<file path="src/rtl/upower_pkg.sv">
// Shared opcodes, field widths, FSM state type and the decoded instruction
// payload for the uPower program-counter unit.
package upower_pkg;

  localparam int unsigned OPCODE_W = 6;
  localparam int unsigned LI_W     = 24;
  localparam int unsigned BD_W     = 14;
  localparam int unsigned BO_W     = 5;

  localparam logic [OPCODE_W-1:0] OPC_B  = 6'd18;
  localparam logic [OPCODE_W-1:0] OPC_BC = 6'd19;

  typedef enum logic {
    RUN   = 1'b0,
    FLUSH = 1'b1
  } pc_state_t;

  // Instruction fields presented alongside the PC they belong to.
  typedef struct packed {
    logic [OPCODE_W-1:0] opcode;
    logic                aa;
    logic                lk;
    logic [LI_W-1:0]     li;
    logic [BD_W-1:0]     bd;
    logic [BO_W-1:0]     bo;
    logic                cond_bit;
  } insn_t;

  function automatic logic is_branch(input logic [OPCODE_W-1:0] op);
    return (op == OPC_B) || (op == OPC_BC);
  endfunction

endpackage

</file>
<file path="src/rtl/upower_branch_cond.sv">
// Combinational BO evaluation for bc: CR-bit test, CTR test and the
// decremented CTR value used when the CTR is stepped.
module upower_branch_cond
  import upower_pkg::*;
#(
  parameter int unsigned PC_WIDTH = 32,
  parameter bit          HAS_CTR  = 1'b1
) (
  input  logic [BO_W-1:0]     bo,
  input  logic                cond_bit,
  input  logic [PC_WIDTH-1:0] ctr,
  output logic                taken_cond,
  output logic [PC_WIDTH-1:0] ctr_dec
);

  logic cond_ok;
  logic ctr_ok;

  // bo[0] is a static prediction hint with no architectural effect here.
  logic unused_bo;
  assign unused_bo = bo[0];

  always_comb begin
    ctr_dec    = ctr - PC_WIDTH'(1);
    cond_ok    = bo[4] | (cond_bit == bo[3]);
    ctr_ok     = HAS_CTR ? (bo[2] | ((ctr_dec != '0) ^ bo[1])) : 1'b1;
    taken_cond = ctr_ok & cond_ok;
  end

endmodule

</file>
<file path="src/rtl/upower_pc_unit.sv">
// Word-granular program counter with b/bc resolution, LR/CTR state and a
// one-cycle fetch bubble after every taken branch.
module upower_pc_unit
  import upower_pkg::*;
#(
  parameter int unsigned         PC_WIDTH = 32,
  parameter logic [PC_WIDTH-1:0] RESET_PC = '0,
  parameter bit                  HAS_CTR  = 1'b1
) (
  input  logic                clock,
  input  logic                reset,
  input  logic                stall,
  input  logic                valid_in,
  input  logic [OPCODE_W-1:0] opcode,
  input  logic                aa,
  input  logic                lk,
  input  logic [LI_W-1:0]     li,
  input  logic [BD_W-1:0]     bd,
  input  logic [BO_W-1:0]     bo,
  input  logic                cond_bit,
  input  logic                ctr_load,
  input  logic [PC_WIDTH-1:0] ctr_wdata,
  output logic [PC_WIDTH-1:0] pc,
  output logic                pc_valid,
  output logic [PC_WIDTH-1:0] lr,
  output logic [PC_WIDTH-1:0] ctr,
  output logic                branch_taken
);

  pc_state_t           state;
  insn_t               insn;
  logic                accept;
  logic                is_b;
  logic                is_bc;
  logic                taken;
  logic                lr_wr;
  logic                ctr_dec_en;
  logic                taken_cond;
  logic [PC_WIDTH-1:0] pc_seq;
  logic [PC_WIDTH-1:0] disp;
  logic [PC_WIDTH-1:0] target;
  logic [PC_WIDTH-1:0] ctr_dec;

  assign insn = {opcode, aa, lk, li, bd, bo, cond_bit};

  upower_branch_cond #(
    .PC_WIDTH (PC_WIDTH),
    .HAS_CTR  (HAS_CTR)
  ) u_branch_cond (
    .bo         (insn.bo),
    .cond_bit   (insn.cond_bit),
    .ctr        (ctr),
    .taken_cond (taken_cond),
    .ctr_dec    (ctr_dec)
  );

  // Decode, target generation and acceptance qualification.
  always_comb begin
    accept     = valid_in & pc_valid & ~stall;
    is_b       = (insn.opcode == OPC_B);
    is_bc      = (insn.opcode == OPC_BC);
    pc_seq     = pc + PC_WIDTH'(1);
    disp       = is_b ? PC_WIDTH'($signed(insn.li)) : PC_WIDTH'($signed(insn.bd));
    target     = (insn.aa ? '0 : pc_seq) + disp;
    taken      = accept & (is_b | (is_bc & taken_cond));
    lr_wr      = accept & is_branch(insn.opcode) & insn.lk;
    ctr_dec_en = accept & is_bc & ~insn.bo[2];
  end

  // RUN/FLUSH sequencing together with PC, LR and the taken pulse.
  always_ff @(posedge clock or posedge reset) begin
    if (reset) begin
      state        <= RUN;
      pc           <= RESET_PC;
      pc_valid     <= 1'b1;
      lr           <= '0;
      branch_taken <= 1'b0;
    end else begin
      branch_taken <= taken;
      if (lr_wr) begin
        lr <= pc_seq;
      end
      case (state)
        RUN: begin
          if (accept) begin
            if (taken) begin
              pc       <= target;
              pc_valid <= 1'b0;
              state    <= FLUSH;
            end else begin
              pc <= pc_seq;
            end
          end
        end
        FLUSH: begin
          if (!stall) begin
            pc_valid <= 1'b1;
            state    <= RUN;
          end
        end
        default: begin
          pc_valid <= 1'b1;
          state    <= RUN;
        end
      endcase
    end
  end

  // Count register; mtctr writes are not gated by stall and beat a decrement.
  if (HAS_CTR) begin : g_ctr
    logic [PC_WIDTH-1:0] ctr_q;

    always_ff @(posedge clock or posedge reset) begin
      if (reset) begin
        ctr_q <= '0;
      end else if (ctr_load) begin
        ctr_q <= ctr_wdata;
      end else if (ctr_dec_en) begin
        ctr_q <= ctr_dec;
      end
    end

    assign ctr = ctr_q;
  end else begin : g_no_ctr
    logic unused_ctr;
    assign unused_ctr = ^{ctr_load, ctr_wdata, ctr_dec, ctr_dec_en};
    assign ctr        = '0;
  end

endmodule

</file>
<file path="config.mk">
export PLATFORM = sky130hd
export DESIGN_NAME = upower_pc_unit
export DESIGN_NICKNAME = d
export VERILOG_FILES = /design/src/rtl/upower_pkg.sv /design/src/rtl/upower_branch_cond.sv /design/src/rtl/upower_pc_unit.sv
export SDC_FILE = /design/constraint.sdc
export NUM_CORES = 1
export LEC_CHECK = 0
export ABC_AREA = 1
export ABC_CLOCK_PERIOD_IN_PS = 10900
export CORE_MARGIN = 3
export CORE_UTILIZATION = 56
export CTS_CLUSTER_SIZE = 16
export DETAILED_ROUTE_END_ITERATION = 12
export GPL_ROUTABILITY_DRIVEN = 0
export PLACE_DENSITY = 0.88
export SLEW_MARGIN = 30
export SYNTH_ARGS = -nofsm -noshare
export SYNTH_HDL_FRONTEND = slang
export SYNTH_SLANG_ARGS = --single-unit
</file>
<file path="constraint.sdc">
create_clock -name clock -period 10.9 [get_ports clock]
set_clock_uncertainty 0.1 [all_clocks]
set_input_delay 1.09 -clock clock [delete_from_list [all_inputs] [get_ports clock]]
set_output_delay 1.09 -clock clock [all_outputs]
set_load 0.02 [all_outputs]
</file>
# ---- After elaboration in Yosys (flattened, before gate mapping)
# Cells that the tools add are included.
dict set report op_classes {
  bitwise_logic 16
  n_reduce_logical 5
  eq_ne 6
  addsub 3
  mux 13
}
# cell count
set ops {}
lappend ops {{$mux W32} 5}
lappend ops {{$add A32 B1 Y32 const B} 1}
lappend ops {{$add A32 B32 Y32} 1}
lappend ops {{$reduce_bool A32 Y1} 1}
lappend ops {{$sub A32 B1 Y32 const B} 1}
lappend ops {{$eq A6 B5 Y1 const B} 2}
lappend ops {{$and A1 B1 Y1} 9}
lappend ops {{$mux W1} 6}
lappend ops {{$ne A2 B2 Y1 const B} 3}
lappend ops {{$pmux W1 S2} 2}
lappend ops {{$not A1 Y1} 3}
lappend ops {{$or A1 B1 Y1} 3}
lappend ops {{$reduce_and A3 Y1} 1}
lappend ops {{$reduce_and A2 Y1} 1}
lappend ops {{$reduce_bool A2 Y1} 1}
lappend ops {{$eq A1 B1 Y1} 1}
lappend ops {{$logic_or A1 B1 Y1} 1}
lappend ops {{$xor A1 B1 Y1} 1}
dict set report totals {
  out_inout_bits 98
  input_bits 89
  ff_bits 99
}

# ---- Longest topological paths before layout
# Gate-level depths: netlist (run 1).
dict set report depth {
  depth_word 11
  mapped_depth 28
  mapped_depth_nobuf 28
}

# ---- Modules after synthesis
# Synthesis (run 1) repeated with hierarchy kept, for this count alone.
dict set report unflattened {
  hier_cells 1354
  area_unflattened_um2 8738.4
}
# mod cells_per_inst instances area_per_inst_um2
set by_module_without_submodules {}
lappend by_module_without_submodules {upower_pc_unit 1078 1 7440.9}
lappend by_module_without_submodules {upower_branch_cond 276 1 1297.5}

# ---- Least setup slack after synthesis (run 1)
# Ideal clock, no wire load.
dict set report synth_path {
  path_type {input -> register}
  from {in opcode[3]}
  to {reg pc[29]}
  path_slack_ns 6.773
  n_path_buf 1
  cell_stages 19
  arrival_time_ns 3.961
  t_required_ns 10.734
  setup_time_ns 0.066
  path_cell_list {inv_1 -> nand4_1 -> inv_1 -> nand2_1 -> buf_1 -> mux2_2 -> ha_1 -> nand2_1 -> nor4_1 -> nand2_1 -> nand3_1 -> a21oi_1 -> or2_2 -> nand2_1 -> xor2_1 -> inv_1 -> nand3_1 -> nand3_1 -> nand2_1}
}
dict set report synth_between {
  elab_chain_len 5
  elab_cells_between_ends 8
  cone_classes {add/sub (1); eq/ne (2); mux (2); bitwise (3)}
}
# item line
set synth_rtl {}
lappend synth_rtl {{from (decl)} upower_pc_unit.sv:14} ;# input logic [OPCODE_W-1:0] opcode,
lappend synth_rtl {{parallel branches: the longest is 4 deep, another holds $add A32 B32 Y32} n/a}
lappend synth_rtl {{$mux W32 *} upower_pc_unit.sv:86} ;# if (taken) begin
lappend synth_rtl {{to (signal assigned)} upower_pc_unit.sv:87} ;# pc <= target;
lappend synth_rtl {{to (signal assigned)} upower_pc_unit.sv:91} ;# pc <= pc_seq;
lappend synth_rtl {{to (decl)} upower_pc_unit.sv:23} ;# output logic [PC_WIDTH-1:0] pc,
# Mark *: on every way between the ends.
# A chain may end at the register's enable or synchronous reset.

# ---- Worst setup path after layout (run 1)
dict set report layout_path {
  from {in opcode[2]}
  to {reg pc[30]}
}
# The elaborated chain is that of the path after synthesis.

==> reports/metrics.csv, run 1 <==
stage,metric,value,unit
power,switching share of power,42.80,%
logic_synthesis,Mapped Cells,1228,
logic_synthesis,Post-synth ARST share,100.0,%
placed_design,pre-CTS setup slack,5225,ps
min_path,hold path cells,2,
grt,initial antenna violation count,0,
cells_and_area,fraction of layout cells with a size suffix above 1,6.442,%
worst_setup_path,worst path cell trace,clkdlybuf4s50_1 > nor2_1 > nand4_1 > inv_1 > nand2_1 > mux2_2 > ha_1 > inv_1 > fa_1 > o21ai_1 > a21boi_0 > o21ai_1 > a31oi_1 > o21bai_1 > xor2_1 > inv_1 > nand3_1 > nand3_1 > nand2_1,
cts,CTS tree,yes,
sta,Final setup viols,0,
worst_setup_path,Reg2Reg Depth,27,
route,Wirelength per Cell,16.10,um
grt,largest net degree at the start of global routing,65,
worst_setup_path,reg2reg setup slack,6480,ps
logic_synthesis,"area leader, netlist",dfrtp_1,
power,VDD IR max,0.00008637,V
worst_setup_path,CP max-delay cell,nand2_1,
cts,Clock Tree Buf Depth,2,
cts,number of setup buffers added after CTS,0,
route,"antenna viol nets, final",0,
sta,Pins Over Slew Limit,0,
worst_setup_path,Worst path max stage delay,510,ps
route,drt pass-1 iters,6,
sta,setup ws final,5538,ps
cells_and_area,nets,1516,
sta,slew at the pin closest to its max-slew limit,950.9,ps
power,Gate power share,46.8,%
cts,post-CTS sizing,0,
route,final WL,25400,um
floorplan,Initial Util,58.19,%
power,P_int,0.9556,mW
grt,GRT Residual Overflow,0,
sta,clock period minus final worst setup slack,5362,ps
floorplan,Die ar.,16140,um^2
logic_synthesis,syn nets,1352,
power,leak pwr,4.880,nW
logic_synthesis,Post-Synth Simple-Gate Area,37.22,%
power,Power Total,1.671,mW
worst_setup_path,WS Path Type,in -> reg,
logic_synthesis,Synth cell types,45,
worst_setup_path,crit-path most repeated cell,inv_1,
cells_and_area,diode count,0,
worst_setup_path,Crit path required time,11090,ps
min_path,Hold Path End,lr[23],
cells_and_area,Seq. cell area,2479,um^2
logic_synthesis,multiplexer share of the synthesized area,1.647,%
cells_and_area,area delta synth->final,28.23,%
cells_and_area,Filler Cells Inserted,1131,
logic_synthesis,YS warnings,0,
power,PwrDens,158.8,nW/um^2
sta,Final Hold Fails,0,
sta,setup tns final,0,ps
logic_synthesis,"Cell Area, Synth",8203,um^2
worst_setup_path,Critical Path End Type,flop,
run,max cap viols,0,
sta,Fmax,186.5,MHz
power,Clock power frac,21.5,%
worst_setup_path,RR Startpoint,pc[0],
floorplan,Row Count,43,
route,drt initial violations,1001,
power,Sw Pwr,0.7151,mW
worst_setup_path,Crit Path Max Fanout,17,
floorplan,Die Y,127.0,um
logic_synthesis,commonest register cell after synthesis,dfrtp_1,
floorplan,io pins,187,
grt,Total Routing Usage GR,30.90,%
route,Vias,9083,
logic_synthesis,top-area cell type share of the netlist area,29.90,%
power,Seq pwr share,31.7,%
placed_design,HPWL after detailed placement,19560,um
logic_synthesis,Yosys reg bits,99,
run_status,outcome,finished clean,
cts,Clock transition at path regs,70,ps
floorplan,Core ar.,14100,um^2
placed_design,instance area at placement,10180,um^2
worst_setup_path,Worst Path Arrival,5560,ps
floorplan,Die W,127.0,um
logic_synthesis,dominant cell by count in the synthesized netlist,nand2_1,
grt,vias in the first global route,8322,
logic_synthesis,post-synthesis sequential area ratio,30.22,%
cts,# clock sinks,99,
placed_design,placed cells,1561,
sta,RSZ-0062 raised after global routing,false,
logic_synthesis,Post-synth EDFFs,0,
cts,Hold Buf Count CTS,0,
logic_synthesis,Synth Area in Adders,5.430,%
cts,root buf cell,clkbuf_16,
sta,Slew headroom,36.54,%
logic_synthesis,complex-gate fraction of the synthesized area,12.08,%
cts,TritonCTS buffer count,9,
logic_synthesis,largest family of logic cells by synthesized area,simple AND/OR/NAND/NOR gates,
worst_setup_path,crit start category,input port,
route,number of remaining DRC errors,0,
logic_synthesis,Synth area leaders,"dfrtp_1 (30%), nand2_1 (17%), nand3_1 (7.1%)",
cells_and_area,Multi-input gate area,5137,um^2
cells_and_area,Layout Cells excl Fill,1577,
cells_and_area,Finished Cell Area,10520,um^2
worst_setup_path,worst r2r dst,pc[29],
logic_synthesis,commonest cells in the netlist,"nand2_1 (377), nor2_1 (139), nand3_1 (117)",
cts,latest clock arrival within the worst-skew pair,350,ps
placed_design,IO buf count,185,
cts,CTS H-Tree Depth,3,
grt,first-pass GRT wire length,40610,um
min_path,Hold WC Path Type,reg -> reg,
logic_synthesis,"Avg Cell Area, Syn",6.680,um^2
min_path,hold_sp,lr[23],
route,Via-to-Cell Ratio,5.760,
logic_synthesis,XOR/XNOR Fraction of Synth Area,5.979,%
sta,Final period util,49.19,%
-- sequential cells by signal, indices dropped and copies added, names as in the netlist --
name / count
branch_taken: 1
ctr: 32
lr: 32
pc: 32
pc_valid: 1
state: 1
-- logic make-up (layout without fill, tap and decap cells) --
| family | count (synthesis) | count (layout) |
|---|---|---|
| AOI/OAI and AO/OA | 172 | 172 |
| xor gates and xnor gates | 56 | 56 |
| and+or+nand+nor | 701 | 701 |
| DFF | 99 | 99 |
| adders and majority gates | 35 | 35 |
| buffers and inverters | 153 | 322 |
| muxes | 12 | 12 |
-- stage by stage --
step	util, %	hold WS [ps]
CTS	74.57	388.8
global route	74.62	416.5
detailed placement	72.20	372.3
floorplan	-	378.1
global placement	72.02	365.1
finish	74.62	386.7
-- worst max-delay path: cells and delay by family --
| family | cells | cell delay [ps] |
|---|---|---|
| AO/OA/AOI/OAI | 5 | 1410 |
| AND/OR/NAND/NOR | 6 | 1010 |
| buffers and inverters | 4 | 900 |
| adder cells (fa/ha/maj) | 2 | 580 |
| multiplexers | 1 | 390 |
| XOR/XNOR | 1 | 160 |
-- layer usage --
layer	global-route usage, %	wire length, um
met1	39.95	10130
met2	50.81	11850
met3	4.849	2218
met4	14.83	1207
met5	0	0
-- area by class of cell --
class / count / area share [%]
multi-input cells: 976 / 48.84
inverters: 115 / 4.128
clock inverters: 6 / 0.9040
clock buffers: 10 / 2.272
repair buffers: 191 / 18.15
well taps: 180 / 2.141
flip-flops and latches: 99 / 23.56
-- placed cells by master, fill, tap and decap left out, types with 2 or more instances in the layout --
master and count:
a31oi_1 9, o221ai_1 2, o21ai_0 59, dfrtp_1 98
mux2_2 12, nand3_4 2, nand4_1 16, a21o_1 4
nand2_1 377, o21bai_1 5, nor2_4 10, xnor2_1 21
or2_2 2, nor3_1 7, a21oi_1 44, xor2_1 35
nand2_2 10, o21ai_1 14, inv_1 105, nor4_1 2
buf_4 5, inv_2 9, nor2_2 14, clkdlybuf4s50_1 185
nor2_1 137, o21a_1 2, nand2_4 2, o211ai_1 30
clkbuf_16 9, bufinv_16 2, ha_1 34, nand3_1 116
inv_6 3
-- worst max-delay path by stage --
stage / startpoint / endpoint / slack (ps) / cells past startpoint
floorplan: opcode[3] / pc[29] / 6770 / 19
global placement: opcode[2] / pc[30] / 5300 / 19
detailed placement: opcode[2] / pc[30] / 5220 / 19
CTS: opcode[2] / pc[30] / 5610 / 19
global route: opcode[2] / pc[24] / 5170 / 19
finish: opcode[2] / pc[30] / 5540 / 19
-- power by group through the flow --
| stage | logic [mW] | clock network, mW | registers, mW |
|---|---|---|---|
| after detailed placement | 0.768 | 0 | 0.530 |
| final | 0.783 | 0.359 | 0.529 |
| after CTS | 0.773 | 0.363 | 0.525 |
| after global placement | 0.747 | 0 | 0.526 |
| after floorplan | 0.413 | 0 | 0.587 |
| after global routing | 0.854 | 0.378 | 0.538 |
Power figures use the tool's default switching activity.
==> inputs of run 2 (changes only) <==
Settings changed: ABC_CLOCK_PERIOD_IN_PS 10900 to 5500, CORE_UTILIZATION 56 to 52, PLACE_DENSITY 0.88 to 0.82.
Clock period 10.9 ns to 5.5 ns, I/O delays scaled along.
==> run 2 against run 1 <==
Net effect:
- first-iteration DRC count fell by 24%
- register-to-register slack got worse by 5300 ps
- sequential power rose by 97%
- cell area fell by 0.18%
- critical path type unchanged
==> reports/metrics.csv, run 2 (synthesized netlist as in run 1, its figures left out) <==
stage,metric,value,unit
floorplan,Initial Util,53.56,%
floorplan,Core ar.,15310,um^2
grt,first-pass GRT wire length,40020,um
power,PwrDens,305.2,nW/um^2
cells_and_area,Finished Cell Area,10500,um^2
sta,Final setup viols,0,
worst_setup_path,Crit path required time,5700,ps
cells_and_area,nets,1517,
cells_and_area,area delta synth->final,28.01,%
route,drt initial violations,756,
sta,Final Hold Fails,0,
min_path,Hold WC Path Type,reg -> reg,
cts,CTS H-Tree Depth,3,
route,Vias,8739,
cts,CTS tree,yes,
cts,Hold Buf Count CTS,0,
route,Wirelength per Cell,15.20,um
sta,RSZ-0062 raised after global routing,false,
cts,number of setup buffers added after CTS,0,
cts,root buf cell,clkbuf_16,
grt,busiest layer in global routing,met2,
placed_design,IO buf count,185,
cells_and_area,Layout Utilization,68.56,%
sta,Fmax,222.2,MHz
grt,Total Routing Usage GR,27.79,%
cells_and_area,diode count,0,
route,Via-to-Cell Ratio,5.431,
floorplan,Die ar.,17320,um^2
grt,initial antenna violation count,0,
route,number of remaining DRC errors,0,
sta,setup tns final,0,ps
run,max cap viols,0,
cts,Clock transition at path regs,80,ps
sta,Slew headroom,40.50,%
route,drt pass-1 iters,6,
worst_setup_path,Worst Path Arrival,4700,ps
floorplan,Row Count,45,
cells_and_area,"commonest non-fill, non-tap cell in the layout",nand2_1,
cts,post-CTS sizing,0,
route,final WL,24450,um
route,"antenna viol nets, final",0,
cts,# clock sinks,99,
floorplan,io pins,187,
cts,Clock Tree Buf Depth,2,
cts,TritonCTS buffer count,9,
grt,vias in the first global route,8060,
placed_design,instance area at placement,10210,um^2
grt,largest net degree at the start of global routing,69,
floorplan,Die Y,131.6,um
power,leak pwr,4.851,nW
worst_setup_path,WS Path Type,in -> reg,
grt,GR Layer Usage met3,3.446,%
grt,met1 Resource Use GR,37.54,%
grt,GRT Residual Overflow,0,
cells_and_area,fraction of layout cells with a size suffix above 1,6.509,%
sta,clock period minus final worst setup slack,4500,ps
sta,slew at the pin closest to its max-slew limit,887.1,ps
power,VDD IR max,0.0001905,V
floorplan,Die W,131.6,um
placed_design,HPWL after detailed placement,19430,um
grt,met2 GRT Util,46.73,%
cts,latest clock arrival within the worst-skew pair,360,ps
sta,Pins Over Slew Limit,0,
worst_setup_path,crit start category,input port,
sta,Final period util,81.83,%
worst_setup_path,Crit Path Max Fanout,15,
worst_setup_path,Critical Path End Type,flop,
run_status,outcome,finished clean,
cells_and_area,most frequent cells in the layout,"nand2_1 (377), clkdlybuf4s50_1 (185), nor2_1 (137)",
-- run 2: layer usage --
metal  vias to the layer above  routed length, um
li1                       4350                  -
met1                      3995              10530
met2                       348              11720
met3                        46               1658
met4                         0                550
met5                         -                  0
-- run 2: layout make-up --
class | instances | area (um^2)
clock buffer | 9 | 225.2
clock inverter | 7 | 56.30
fill | 1342 | 4815
inverter | 115 | 434.2
multi-input combinational | 976 | 5137
sequential | 99 | 2479
tap | 211 | 264.0
timing repair buffer | 192 | 1904
-- run 2: per-stage QoR --
step / std cells / hold slack [ps] / setup WS [ps] / power [mW]
after global routing: 1609 / 400.7 / 617.6 / 3.406
after detailed placement: 1593 / 372.5 / 677.3 / 2.570
final: 1609 / 383.6 / 999.5 / 3.204
after global placement: 1593 / 366.0 / 748.4 / 2.537
after floorplan: 1228 / 378.1 / 1693 / 1.981
after CTS: 1609 / 390.2 / 1039 / 3.188
-- run 2: worst paths after layout --
check / from / endpoint / slack (ps) / depth (start not counted)
min in group asynchronous: reset / ctr[10] / 620 / 2
worst min-delay path: lr[25] / lr[25] / 380 / 2
max in group asynchronous: reset / pc[9] / 3760 / 3
worst max-delay path: opcode[2] / pc[30] / 1000 / 19
worst max register to register: pc[0] / pc[31] / 1190 / 28
worst min register to register: lr[25] / lr[25] / 380 / 2
-- run 2: critical path, stage by stage --
cell and delay [ps]:
clkdlybuf4s50_1 400, nor2_1 100, nand4_1 160, inv_1 410
nand2_1 290, buf_4 280, nand2_1 60, o21ai_0 140
fa_1 490, o21ai_1 370, a21boi_0 260, o21ai_1 330
a31oi_1 210, o21bai_1 190, xor2_1 150, inv_1 50
nand3_1 70, nand3_1 90, nand2_1 80
-- run 2: where the power goes --
part | switching (mW) | total [mW] | internal (mW)
sequential | 0.187 | 1.04 | 0.857
clock | 0.304 | 0.618 | 0.315
combinational | 0.922 | 1.54 | 0.619
==> inputs of run 3 (changes only) <==
Settings changed: ABC_CLOCK_PERIOD_IN_PS 5500 to 4400.
Clock period 5.5 ns to 4.4 ns, I/O delays scaled along.
==> run 3 against run 2 <==
Net effect:
- sequential power increased by 27%
- register-to-register slack worse by 1100 ps
- final cell count is 1.4% higher
- global-route usage up 0.78 points
- sequential cell count unchanged
- die area unchanged
- utilization up 2.5 points
- count of clock-buffer cells in the layout unchanged
- via count grew 4.2%
- largest cell class unchanged
==> reports/metrics.csv, run 3 (synthesized netlist as in run 1, its figures left out) <==
stage,metric,value,unit
route,drt initial violations,1026,
cells_and_area,diode count,0,
sta,Pins Over Slew Limit,0,
route,"antenna viol nets, final",0,
worst_setup_path,Crit path required time,4560,ps
sta,Slew headroom,50.84,%
cts,Hold Buf Count CTS,0,
cells_and_area,fraction of layout cells with a size suffix above 1,9.711,%
sta,clock period minus final worst setup slack,4320,ps
route,drt pass-1 iters,6,
floorplan,Row Count,45,
route,Via-to-Cell Ratio,5.580,
cells_and_area,"commonest non-fill, non-tap cell in the layout",nand2_1,
sta,Final Hold Fails,0,
cells_and_area,nets,1540,
worst_setup_path,Crit path max-delay family,simple AND/OR/NAND/NOR gates,
floorplan,Initial Util,53.56,%
worst_setup_path,WS Path Type,reg -> reg,
placed_design,pre-CTS setup slack,277.2,ps
cells_and_area,Layout Cells excl Fill,1632,
floorplan,Die Y,131.6,um
placed_design,IO buf count,185,
worst_setup_path,crit start category,flop,
cts,Clock transition at path regs,80,ps
cells_and_area,Finished Cell Area,10890,um^2
cells_and_area,Filler Cells Inserted,1246,
power,Power Total,4.233,mW
sta,setup ws final,79.97,ps
power,leak pwr,5.018,nW
worst_setup_path,reg2reg setup slack,80,ps
cts,root buf cell,clkbuf_16,
grt,Total Routing Usage GR,28.57,%
route,Vias,9107,
cts,CTS H-Tree Depth,3,
cts,TritonCTS buffer count,9,
floorplan,Die ar.,17320,um^2
floorplan,io pins,187,
placed_design,HPWL after detailed placement,19900,um
cts,CTS tree,yes,
grt,first-pass GRT wire length,40730,um
grt,initial antenna violation count,0,
sta,Fmax,231.5,MHz
cts,latest clock arrival within the worst-skew pair,360,ps
worst_setup_path,Bufs and invs on worst path,3,
route,Wirelength per Cell,16.28,um
cells_and_area,most frequent cells in the layout,"nand2_1 (372), clkdlybuf4s50_1 (185), nor2_1 (134)",
route,number of remaining DRC errors,0,
sta,Final period util,98.18,%
grt,vias in the first global route,8377,
worst_setup_path,Critical Path End Type,flop,
floorplan,Core ar.,15310,um^2
run,max cap viols,0,
cts,Clock Tree Buf Depth,2,
placed_design,placed cells,1604,
sta,slew at the pin closest to its max-slew limit,737.4,ps
worst_setup_path,CP max-delay cell,dfrtp_1,
cts,# clock sinks,99,
grt,largest net degree at the start of global routing,82,
power,VDD IR max,0.0002056,V
placed_design,instance area at placement,10300,um^2
power,PwrDens,388.8,nW/um^2
sta,Final setup viols,0,
min_path,Hold WC Path Type,reg -> reg,
cells_and_area,area delta synth->final,32.73,%
worst_setup_path,Worst Path Arrival,4480,ps
floorplan,Die W,131.6,um
worst_setup_path,Crit Path Max Fanout,4,
run_status,outcome,finished clean,
worst_setup_path,Worst path max stage delay,400,ps
grt,GRT Residual Overflow,0,
route,final WL,26570,um
-- run 3: metal layers --
layer	vias up	part of all wire [%]	GRT usage [%]
met5	-	0	0
li1	4397	-	-
met3	89	8.3	3.905
met1	4140	40	36.20
met2	481	48	49.57
met4	0	3.5	10.79
-- run 3: final timing paths --
path                       depth (start not counted)       to  startpoint
min                                                2   lr[13]      lr[13]
max in group asynchronous                          3  ctr[19]       reset
max reg2reg                                       27   pc[31]       pc[1]
max                                               27   pc[31]       pc[1]
min reg2reg                                        2   lr[13]      lr[13]
min in group asynchronous                          2  ctr[28]       reset
-- run 3: through the flow --
stage	util (%)	setup TNS, ps	hold WS (ps)
2_1_floorplan	-	0	378.1
3_3_place_gp	67.26	0	364.9
3_5_place_dp	67.28	0	371.6
4_1_cts	69.29	0	388.4
5_1_grt	71.09	-285.3	408.7
6_report	71.09	0	389.0
-- run 3: power by group --
group / leakage (nW) / internal (mW) / switching [mW]
sequential: 1.31 / 1.07 / 0.248
combinational: 3.57 / 0.846 / 1.22
clock: 0.145 / 0.451 / 0.394
total: 5.02 / 2.37 / 1.87
-- run 3: final cells by class --
type                       instances  area (um^2)  share of cell area [%]
clock inverter                     7        82.58                  0.7584
tap                              211        264.0                   2.425
timing repair buffer             215         2102                   19.31
multi-input combinational        976         5299                   48.67
sequential                        99         2479                   22.76
clock buffer                       9        225.2                   2.068
inverter                         115        436.7                   4.011
-- run 3: worst reg2reg max path, delay by kind of cell, from the launching register on --
family | cells | cell delay, ps
flops | 1 | 400
fa+ha+maj | 2 | 480
compound gates | 4 | 550
simple gates | 16 | 2010
xor+xnor | 2 | 350
buf+inv | 3 | 340
-- run 3: repair_timing --
| action | CTS | global route |
|---|---|---|
| resized for setup | 0 | 35 |
| setup buffers | 0 | 12 |
| setup endpoints to repair | 0 | 9 |
